===== src/rtl/slc3_io_pkg.sv =====
// Shared types and constants for the SLC-3 pushbutton/switch input conditioning.
package slc3_io_pkg;

  localparam int unsigned CNT_W               = 20;
  localparam int unsigned DEBOUNCE_CYCLES_DEF = 16;

  typedef enum logic [1:0] {
    StIdle,
    StPressWait,
    StHeld,
    StReleaseWait
  } btn_state_t;

endpackage


===== src/rtl/slc3_key_debounce.sv =====
// One active-low pushbutton: 2-flop synchronizer, debounce FSM with stability counter,
// one-cycle press strobe and debounced level.
module slc3_key_debounce
  import slc3_io_pkg::*;
#(
  parameter int unsigned DEBOUNCE_CYCLES = DEBOUNCE_CYCLES_DEF
) (
  input  logic clk,
  input  logic rst_n,
  input  logic i_key_n,
  output logic o_pulse,
  output logic o_held
);

  localparam logic [CNT_W-1:0] LP_TARGET = CNT_W'(DEBOUNCE_CYCLES);

  logic             r_sync1;
  logic             r_sync2;
  btn_state_t       r_state;
  btn_state_t       w_state_d;
  logic [CNT_W-1:0] r_cnt;
  logic [CNT_W-1:0] w_cnt_d;
  logic [CNT_W-1:0] w_cnt_inc;
  logic             r_pulse;
  logic             w_pulse_d;
  logic             w_pressed;

  // Synchronizer idles at 1 so reset looks like a released key.
  always_ff @(posedge clk or negedge rst_n) begin
    if (!rst_n) begin
      r_sync1 <= 1'b1;
      r_sync2 <= 1'b1;
    end else begin
      r_sync1 <= i_key_n;
      r_sync2 <= r_sync1;
    end
  end

  assign w_pressed = ~r_sync2;
  assign w_cnt_inc = r_cnt + CNT_W'(1);

  always_ff @(posedge clk or negedge rst_n) begin
    if (!rst_n) begin
      r_state <= StIdle;
      r_cnt   <= '0;
      r_pulse <= 1'b0;
    end else begin
      r_state <= w_state_d;
      r_cnt   <= w_cnt_d;
      r_pulse <= w_pulse_d;
    end
  end

  always_comb begin
    w_state_d = r_state;
    w_cnt_d   = r_cnt;
    w_pulse_d = 1'b0;
    unique case (r_state)
      StIdle: begin
        if (w_pressed) begin
          w_state_d = StPressWait;
          w_cnt_d   = CNT_W'(1);
        end
      end
      StPressWait: begin
        if (!w_pressed) begin
          w_state_d = StIdle;
          w_cnt_d   = '0;
        end else if (w_cnt_inc == LP_TARGET) begin
          // Pulse is registered so it lines up with the first HELD cycle.
          w_state_d = StHeld;
          w_cnt_d   = '0;
          w_pulse_d = 1'b1;
        end else begin
          w_cnt_d = w_cnt_inc;
        end
      end
      StHeld: begin
        if (!w_pressed) begin
          w_state_d = StReleaseWait;
          w_cnt_d   = CNT_W'(1);
        end
      end
      StReleaseWait: begin
        if (w_pressed) begin
          w_state_d = StHeld;
          w_cnt_d   = '0;
        end else if (w_cnt_inc == LP_TARGET) begin
          w_state_d = StIdle;
          w_cnt_d   = '0;
        end else begin
          w_cnt_d = w_cnt_inc;
        end
      end
      default: begin
        w_state_d = StIdle;
        w_cnt_d   = '0;
      end
    endcase
  end

  assign o_pulse = r_pulse;
  assign o_held  = (r_state == StHeld) || (r_state == StReleaseWait);

endmodule


===== src/rtl/slc3_button_conditioner.sv =====
// SLC-3 front-panel input conditioning: debounced Run/Continue keys and synchronized
// slide switches.
module slc3_button_conditioner
  import slc3_io_pkg::*;
#(
  parameter int unsigned DEBOUNCE_CYCLES = DEBOUNCE_CYCLES_DEF
) (
  input  logic       Clk,
  input  logic       Reset_n,
  input  logic       Run_n,
  input  logic       Continue_n,
  input  logic [9:0] SW_raw,
  output logic       Run_pulse,
  output logic       Continue_pulse,
  output logic       Run_held,
  output logic       Continue_held,
  output logic [9:0] SW_sync
);

  logic [9:0] r_sw_meta;
  logic [9:0] r_sw_sync;

  slc3_key_debounce #(
    .DEBOUNCE_CYCLES(DEBOUNCE_CYCLES)
  ) u_run (
    .clk    (Clk),
    .rst_n  (Reset_n),
    .i_key_n(Run_n),
    .o_pulse(Run_pulse),
    .o_held (Run_held)
  );

  slc3_key_debounce #(
    .DEBOUNCE_CYCLES(DEBOUNCE_CYCLES)
  ) u_continue (
    .clk    (Clk),
    .rst_n  (Reset_n),
    .i_key_n(Continue_n),
    .o_pulse(Continue_pulse),
    .o_held (Continue_held)
  );

  always_ff @(posedge Clk or negedge Reset_n) begin
    if (!Reset_n) begin
      r_sw_meta <= '0;
      r_sw_sync <= '0;
    end else begin
      r_sw_meta <= SW_raw;
      r_sw_sync <= r_sw_meta;
    end
  end

  assign SW_sync = r_sw_sync;

endmodule

===== config.mk =====
export PLATFORM = sky130hd
export DESIGN_NAME = slc3_button_conditioner
export DESIGN_NICKNAME = d
export VERILOG_FILES = /design/src/rtl/slc3_io_pkg.sv /design/src/rtl/slc3_key_debounce.sv /design/src/rtl/slc3_button_conditioner.sv
export SDC_FILE = /design/constraint.sdc
export NUM_CORES = 1
export LEC_CHECK = 0
export ABC_AREA = 1
export ABC_CLOCK_PERIOD_IN_PS = 2000
export CAP_MARGIN = 0
export CORE_ASPECT_RATIO = 1.75
export CORE_MARGIN = 2
export CORE_UTILIZATION = 55
export DETAILED_ROUTE_END_ITERATION = 10
export HOLD_SLACK_MARGIN = 0.08
export PLACE_DENSITY = 0.78
export SYNTH_ARGS = -nofsm -noshare
export SYNTH_HDL_FRONTEND = slang
export SYNTH_HIERARCHICAL = 1
export SYNTH_SLANG_ARGS = --single-unit

===== constraint.sdc =====
create_clock -name Clk -period 2 [get_ports Clk]
set_input_delay 0.5 -clock Clk [delete_from_list [all_inputs] [get_ports Clk]]
set_output_delay 0.5 -clock Clk [all_outputs]
set_load 0.02 [all_outputs]

Word-level counts from Yosys, hierarchy flattened. Index checks and enable logic that the tools add are counted. Widths: inputs -> output; s select.

Input bits: 14. Word-level logic and storage cells: 70. Bits in registers: 70. Output and inout port bits: 14.

Reductions and logical operators: 8. Eq/ne operators: 16. Multiplexer cells: 32. Add/subtract/negate cells: 2.

Operators by type and width (number): $mux 20 (10); $pmux 20 s4 (2); $add 20x1->20 const B (2); $eq 20x5->1 const B (2); $mux 2 (12); $pmux 2 s4 (2); $eq 2x2->1 const B (4); $reduce_and 4->1 (2); $mux 1 (6); $ne 3x1->1 const B (2); $ne 3x3->1 const B (2); $eq 2x1->1 const B (2); $logic_not 2->1 (2); $ne 2x1->1 const B (2); $ne 2x2->1 const B (2); $reduce_and 2->1 (2); $logic_or 1x1->1 (2).

Depth between registers and ports, before layout. Gate-level depths: netlist of the first run.

Depth after elaboration: 5. Gate-level depth with buffers: 13. Depth with buffers taken out: 13.

Hierarchy. Netlist of the first run, hierarchy kept.

By module, submodules not included: slc3_key_debounce (sequential area each 628.1 um2, cells each 258, area each 1814.2 um2, times used 2); slc3_button_conditioner (sequential area each 500.5 um2, cells each 20, area each 500.5 um2, times used 1).

Worst setup path after synthesis of the first run. OpenSTA, ideal clock, no wires.

Path type: register to register. Start: register u_continue.r_cnt[0]. End: register u_continue.r_cnt[0]. Path buffers: 0. Cell stages (with the launch flop): 14. Arrival time: 1.653 ns. Slack: 0.226 ns. Required time: 1.879 ns. Clock period less this slack: 1.774 ns. Setup time: 0.121 ns. Cells stage by stage: dfrtp_1 ha_1 nand3_4 clkinv_2 nand2_2 nand2_1 nand2_1 nand2_2 nor2_4 nand2_2 nor2_2 nand3_2 nor2_1 nor2_1.

Cells in the longest elaborated chain, start to end: 5. Elaborated cells on any way between the ends: 6. Those cells by class: add/sub: 1; eq/ne: 1; mux: 4.

RTL lines: start, declared (line slc3_key_debounce.sv:21) `logic [CNT_W-1:0] r_cnt;`; start signal, assigned (line slc3_key_debounce.sv:49) `r_cnt <= w_cnt_d;`; $add 20x1->20 (*) (line slc3_key_debounce.sv:40) `assign w_cnt_inc = r_cnt + CNT_W'(1);`; $eq 20x5->1 (line slc3_key_debounce.sv:69, slc3_key_debounce.sv:88); $mux 20 (*) (line slc3_key_debounce.sv:69, slc3_key_debounce.sv:88); $mux 20 (on tied branches) (line slc3_key_debounce.sv:85, slc3_key_debounce.sv:66); $pmux 20 s4 (*) (line slc3_key_debounce.sv:58) `unique case (r_state)`.

Mark *: on every way between the ends. The rest lies on a longest branch, timed or not. A chain may end at the register's enable or synchronous reset.

==> results of run 1 <==
synthesized netlist by cell type (4+ instances only):
cell type / count / area, um^2
nand4_1: 16 / 100
nand2_1: 144 / 541
o21ai_0: 8 / 40.0
nand2_2: 26 / 163
a221o_1: 4 / 40.0
nand3_2: 4 / 40.0
dfstp_2: 4 / 105
o211ai_1: 10 / 75.1
inv_2: 4 / 15.0
nor2_4: 16 / 180
nor2_2: 12 / 75.1
nor3_1: 6 / 30.0
nand3_1: 54 / 270
nor2_1: 56 / 210
inv_1: 58 / 218
dfrtp_1: 66 / 1650
o311ai_0: 8 / 70.1
clkbuf_1: 8 / 30.0
o22ai_1: 10 / 62.6
clkinv_2: 4 / 20.0
o21ai_2: 4 / 35.0
how the worst min path moves through the flow:
stage | endpoint | depth (start not counted) | from | slack (ns)
finish | r_sw_meta[4] | 2 | Reset_n | 0.19
global route | SW_sync[4] | 2 | Reset_n | 0.21
CTS | SW_sync[4] | 2 | Reset_n | 0.20
detailed placement | SW_sync[7] | 0 | r_sw_meta[7] | 0.33
global placement | SW_sync[6] | 0 | r_sw_meta[6] | 0.33
floorplan | SW_sync[0] | 0 | Reset_n | 0.20
power by group through the flow:
stage / logic (mW) / registers, mW / clock network (mW)
finish: 0.249 / 1.50 / 1.47
global route: 0.270 / 1.50 / 1.57
detailed placement: 0.235 / 1.52 / 0
global placement: 0.230 / 1.51 / 0
CTS: 0.236 / 1.49 / 1.51
floorplan: 0.0812 / 1.53 / 0
kinds of logic (layout without fill, tap and decap cells):
kind of cell,after synthesis,after routing,synth area share
compound gates,44,44,0.0782
xor+xnor,6,6,0.0164
fa+ha+maj,2,2,0.00606
buf+inv,76,121,0.0703
flops,70,70,0.425
simple gates,338,338,0.404
per-layer routing:
metal / routed length [um] / up-vias / GRT usage / share of wire
met4: 611 / 0 / 0.189 / 0.057
met1: 3850 / 1853 / 0.286 / 0.36
met2: 5970 / 119 / 0.496 / 0.55
li1: - / 1834 / - / -
met3: 335 / 49 / 0.0512 / 0.031
met5: 0 / - / 0 / 0
flip-flops by register name (all words and copies together), names as in the netlist, named ones only:
signal,cells
SW_sync,10
r_sw_meta,10
u_continue/o_pulse,1
u_continue/r_cnt,20
u_continue/r_state,1
u_continue/r_sync1,1
u_continue/r_sync2,1
u_run/o_pulse,1
u_run/r_cnt,20
u_run/r_state,1
u_run/r_sync1,1
u_run/r_sync2,1
cell type report:
cell class,count,area [um^2],share of cell area
Tap cell,86,108,0.0218
Sequential cell,70,1770,0.358
Inverter,68,260,0.0528
Timing Repair Buffer,37,357,0.0723
Clock inverter,6,47.5,0.00964
Multi-Input combinational cell,390,2160,0.439
Clock buffer,10,229,0.0464
through the flow:
| stage | utilization | setup slack (ns) | cell area, um^2 | hold WS (ns) |
|---|---|---|---|---|
| 2_1_floorplan | - | 0.226 | 4130 | 0.204 |
| 3_5_place_dp | 0.630 | 0.0825 | 4560 | 0.335 |
| 3_3_place_gp | 0.630 | 0.117 | 4560 | 0.332 |
| 5_1_grt | 0.682 | -0.0441 | 4930 | 0.214 |
| 6_report | 0.682 | 0.0580 | 4930 | 0.186 |
| 4_1_cts | 0.669 | 0.0543 | 4840 | 0.196 |
what timing repair did:
item / in CTS / in global routing
resized for setup: 0 / 28
setup endpoints to repair: 0 / 11
endpoints found under the hold margin: 0 / 0
buffers inserted: 0 / 0
==> reports/results.ini, run 1 <==
[routing]
drcViolationCount = 0
firstDrtPassIters = 5
drt-total-wl_mm = 10.8
antenna_left = 0
dr.first_iter.drc_count = 230
wl_per_cell_um = 16.1
num_vias = 3855
vias_per_cell = 5.78

[sta]
finalSetupViolCount = 0
fmax_mhz = 515
maxSlewViolCount = 0
fin_setup_tns_ns = 0
fin_crit_ns = 1.94
finalHoldViolations = 0
max-slew-margin-rel = 0.610
fin_crit_sh = 0.971
fin_worst_skew_ns = 0.00663
worstMarginPinSlew_ns = 0.585

[setup_path]
reg2reg_from = u_run/r_cnt[1]
worstPathRequired_ns = 1.50
critPathTopFamily = buffers and inverters
cp_num_buf_inv = 1
reg2reg_to = u_run/r_cnt[1]
endpoint = Run_held
path_depth = 1
crit_path_top_delay_cell = clkdlybuf4s50_1
startpoint_type = register
r2r_setup_slack_ns = 0.11
reg2reg_depth = 12
worstPathCellList = clkdlybuf4s50_1
crit_arrival_ns = 1.44
criticalPathCategory = reg -> out
crit_fanout = 6
critPathCaptureType = output pin
max_stage_delay_ns = 0.65

[die]
die_y_um = 119
dieArea_um2 = 8240
initial_utilization = 0.571
die_width_um = 69.5
core-area_um2 = 7230
row_count = 41
io_pins = 28

[placement]
gp_congestion = 1.00
io_buffers = 27
dp_cells = 651
hpwl_mm = 7.95

[final_layout]
layout_commonest_cell = nand2_1
antenna_cells = 0
final_cells = 667
syn_to_final_growth_pct = 19.4
fillers = 600
final_cell_mix = 142 x nand2_1, 58 x dfrtp_1, 58 x inv_1
drive_gt1_frac = 0.217
nets = 592

[grt]
grt_pass1_vias = 3847
grt_max_degree = 71
gr-total-overflow = 0
antenna_found_initial = 0
globalRouteTotalUtil = 0.277
grt_pass1_wl_mm = 17.8

[pwr]
p_leak_nw = 2.08
clockPowerShare = 0.456
switching_share = 0.252
ir_drop_mv = 0.669
pwr-share-seq = 0.467
intPower_mw = 2.41
power_frac_comb = 0.077
switchingPower_uw = 809
design_power_total_mw = 3.21
powerDensity_nw_per_um2 = 652

[synthesis]
netlist_instances = 536
synth_area_per_cell_um2 = 7.70
yosysSeqAreaShare = 0.425
synth_nets = 552
netlist_area_um2 = 4130
synth-edff-count = 0
ys_types = 28
ys_ff_latch = 70
ys.flop_type = dfrtp_1
yosysWarnings = 6
async_flop_share = 1.00

[cts]
clockBufferDepth = 2
clk_latency_ns = 0.33
cts_max_level = 3
numCtsBuffers = 9
clk_pin_slew_ns = 0.06
ctsHoldBuffers = 0
clock_sinks = 70
clockRootBuffer = clkbuf_16
cts_tree = done

[outcome]
status = finished, final reports clean

[worst_hold_path]
hold_class = in -> async

[flow_run]
max-cap-violations = 0

Power figures use the tool's default switching activity.
==> inputs of run 2 (changes only) <==
CTS_CLUSTER_SIZE = 10   (was default)
==> results of run 2 <==
The final DEF is identical to that of run 1; final timing and power are the same.
==> inputs of run 3 (changes only) <==
CELL_PAD_IN_SITES_DETAIL_PLACEMENT = 0   (was default)
CELL_PAD_IN_SITES_GLOBAL_PLACEMENT = 1   (was default)
CORE_UTILIZATION = 44   (was 55)
PLACE_DENSITY = 0.83   (was 0.78)
REMOVE_ABC_BUFFERS = 1   (was default)
SLEW_MARGIN = 20   (was default)
==> reports/results.ini, run 3 (synthesized netlist as in run 1, its figures left out) <==
[outcome]
status = finished, final reports clean  ; unchanged

[pwr]
ir_drop_mv = 0.422  ; was 0.669 mV
power_frac_comb = 0.077  ; about the same
powerDensity_nw_per_um2 = 664  ; was 652 nW/um^2
switching_share = 0.252  ; about the same
pwr-share-seq = 0.439  ; was 0.467
intPower_mw = 2.55  ; was 2.41 mW
p_leak_nw = 2.18  ; was 2.08 nW
switchingPower_uw = 859  ; was 809 uW
clockPowerShare = 0.485  ; was 0.456

[final_layout]
final_area_um2 = 5130  ; was 4930 um^2
top_regs = u_continue/r_cnt x20, u_run/r_cnt x20  ; unchanged
final_cell_mix = 142 x nand2_1, 58 x inv_1, 57 x dfrtp_1  ; was 142 x nand2_1, 58 x dfrtp_1, 58 x inv_1
drive_gt1_frac = 0.244  ; was 0.217
finish.utilization = 0.564  ; was 0.682
antenna_cells = 0  ; unchanged
nets = 609  ; was 592
syn_to_final_growth_pct = 24.2  ; was 19.4%
layout_commonest_cell = nand2_1  ; unchanged

[cts]
clockBufferDepth = 2  ; unchanged
cts_max_level = 3  ; unchanged
numCtsBuffers = 9  ; unchanged
cts_tree = done  ; unchanged
clk_pin_slew_ns = 0.06  ; about the same
clock_sinks = 70  ; unchanged
clk_latency_ns = 0.34  ; was 0.33 ns
clockRootBuffer = clkbuf_16  ; unchanged

[sta]
whs_ns = 0.348  ; was 0.186 ns
fin_crit_sh = 0.957  ; was 0.971
maxSlewViolCount = 0  ; unchanged
finalHoldViolations = 0  ; unchanged
fmax_mhz = 523  ; was 515 MHz
fin_crit_ns = 1.91  ; was 1.94 ns
worstMarginPinSlew_ns = 0.585  ; about the same
finalSetupViolCount = 0  ; unchanged
rsz0062_at_grt = true
max-slew-margin-rel = 0.610  ; about the same
fin_worst_skew_ns = 0.00446  ; was 0.00663 ns

[setup_path]
critPathTopFamily = buffers and inverters  ; unchanged
cp_num_buf_inv = 1  ; unchanged
reg2reg_depth = 13  ; was 12
crit_arrival_ns = 1.41  ; was 1.44 ns
startpoint_type = register  ; unchanged
critPathCaptureType = output pin  ; unchanged
path_depth = 1  ; unchanged
crit_fanout = 6  ; unchanged
crit_path_top_delay_cell = clkdlybuf4s50_1  ; unchanged
worstPathCellList = clkdlybuf4s50_1  ; unchanged
max_stage_delay_ns = 0.64  ; was 0.65 ns
worstPathRequired_ns = 1.50  ; about the same
criticalPathCategory = reg -> out  ; unchanged

[routing]
drt-total-wl_mm = 11.9  ; was 10.8 mm
dr.first_iter.drc_count = 190  ; was 230
drcViolationCount = 0  ; unchanged
antenna_left = 0  ; unchanged
wl_per_cell_um = 16.5  ; was 16.1 um
firstDrtPassIters = 5  ; unchanged
num_vias = 3892  ; was 3855
vias_per_cell = 5.42  ; was 5.78

[die]
dieArea_um2 = 10200  ; was 8240 um^2
initial_utilization = 0.454  ; was 0.571
core-area_um2 = 9090  ; was 7230 um^2
die_width_um = 77.2  ; was 69.5 um
row_count = 46  ; was 41
die_y_um = 132  ; was 119 um
io_pins = 28  ; unchanged

[placement]
hpwl_mm = 9.05  ; was 7.95 mm
io_buffers = 27  ; unchanged
place_area_um2 = 4650  ; was 4560 um^2
gp_congestion = 0.935  ; was 1.00

[grt]
antenna_found_initial = 0  ; unchanged
grt_max_degree = 30  ; was 71
globalRouteTotalUtil = 0.247  ; was 0.277
grt_pass1_vias = 4038  ; was 3847
grt_pass1_wl_mm = 19.3  ; was 17.8 mm
gr-total-overflow = 0  ; unchanged

[worst_hold_path]
hold_class = reg -> reg  ; was in -> async
hold_depth = 0

[flow_run]
max-cap-violations = 0  ; unchanged

==> run 3: cell count changes in the layout (fill, tap and decap cells not counted), moves of 2 or more <==
cell        previous run  this run
inv_6                  1         3
buf_4                  8        26
nor2_1                49        46
clkinvlp_4             4         2
nor2_2                15        17
==> run 3: layout make-up <==
cell class / count / area (um^2)
Tap cell: 120 / 150
Clock inverter: 7 / 80.1
Fill cell: 878 / 3960
Inverter: 68 / 262
Multi-Input combinational cell: 390 / 2160
Sequential cell: 70 / 1770
Timing Repair Buffer: 54 / 485
Clock buffer: 9 / 225
==> run 3: per-stage QoR <==
stage	cells	setup slack (ns)	setup TNS, ns	power (mW)
2_1_floorplan	528	0.226	0	1.61
3_3_place_gp	691	-0.0180	-0.0343	1.75
3_5_place_dp	691	-0.0876	-0.165	1.76
4_1_cts	708	0.00307	0	3.43
5_1_grt	718	-0.0114	-0.0255	3.53
6_report	718	0.0870	0	3.41
==> run 3: power groups by stage <==
stage	Clock, mW	Sequential [mW]	Combinational [mW]
CTS	1.70	1.49	0.245
global placement	0	1.51	0.238
finish	1.65	1.49	0.261
floorplan	0	1.53	0.0741
global route	1.75	1.50	0.286
detailed placement	0	1.52	0.240
==> run 3: final timing paths <==
| check | from | end | slack (ns) |
|---|---|---|---|
| max | register | Continue_held | 0.09 |
| min reg2reg | r_sw_meta[5] | SW_sync[5] | 0.35 |
| min in group asynchronous | Reset_n | SW_sync[5] | 0.61 |
| max reg2reg | u_run/r_cnt[0] | u_run/r_cnt[4] | 0.10 |
| min | r_sw_meta[5] | SW_sync[5] | 0.35 |
| max in group asynchronous | Reset_n | u_run/r_cnt[7] | 0.81 |
==> run 3: repair_timing <==
item	CTS	global route
pin swaps	0	1
buffers inserted	0	10
hold buffers	1	0
hold endpoints to repair	16	0
endpoints found under the setup margin	3	12
gates resized for setup	3	28
==> run 3: layer usage <==
layer | GRT usage | vias up | wire length [um]
met5 | 0 | - | 0
met4 | 0.188 | 0 | 940
met3 | 0.0404 | 61 | 313
met2 | 0.478 | 99 | 6730
met1 | 0.217 | 1870 | 3870
li1 | - | 1862 | -
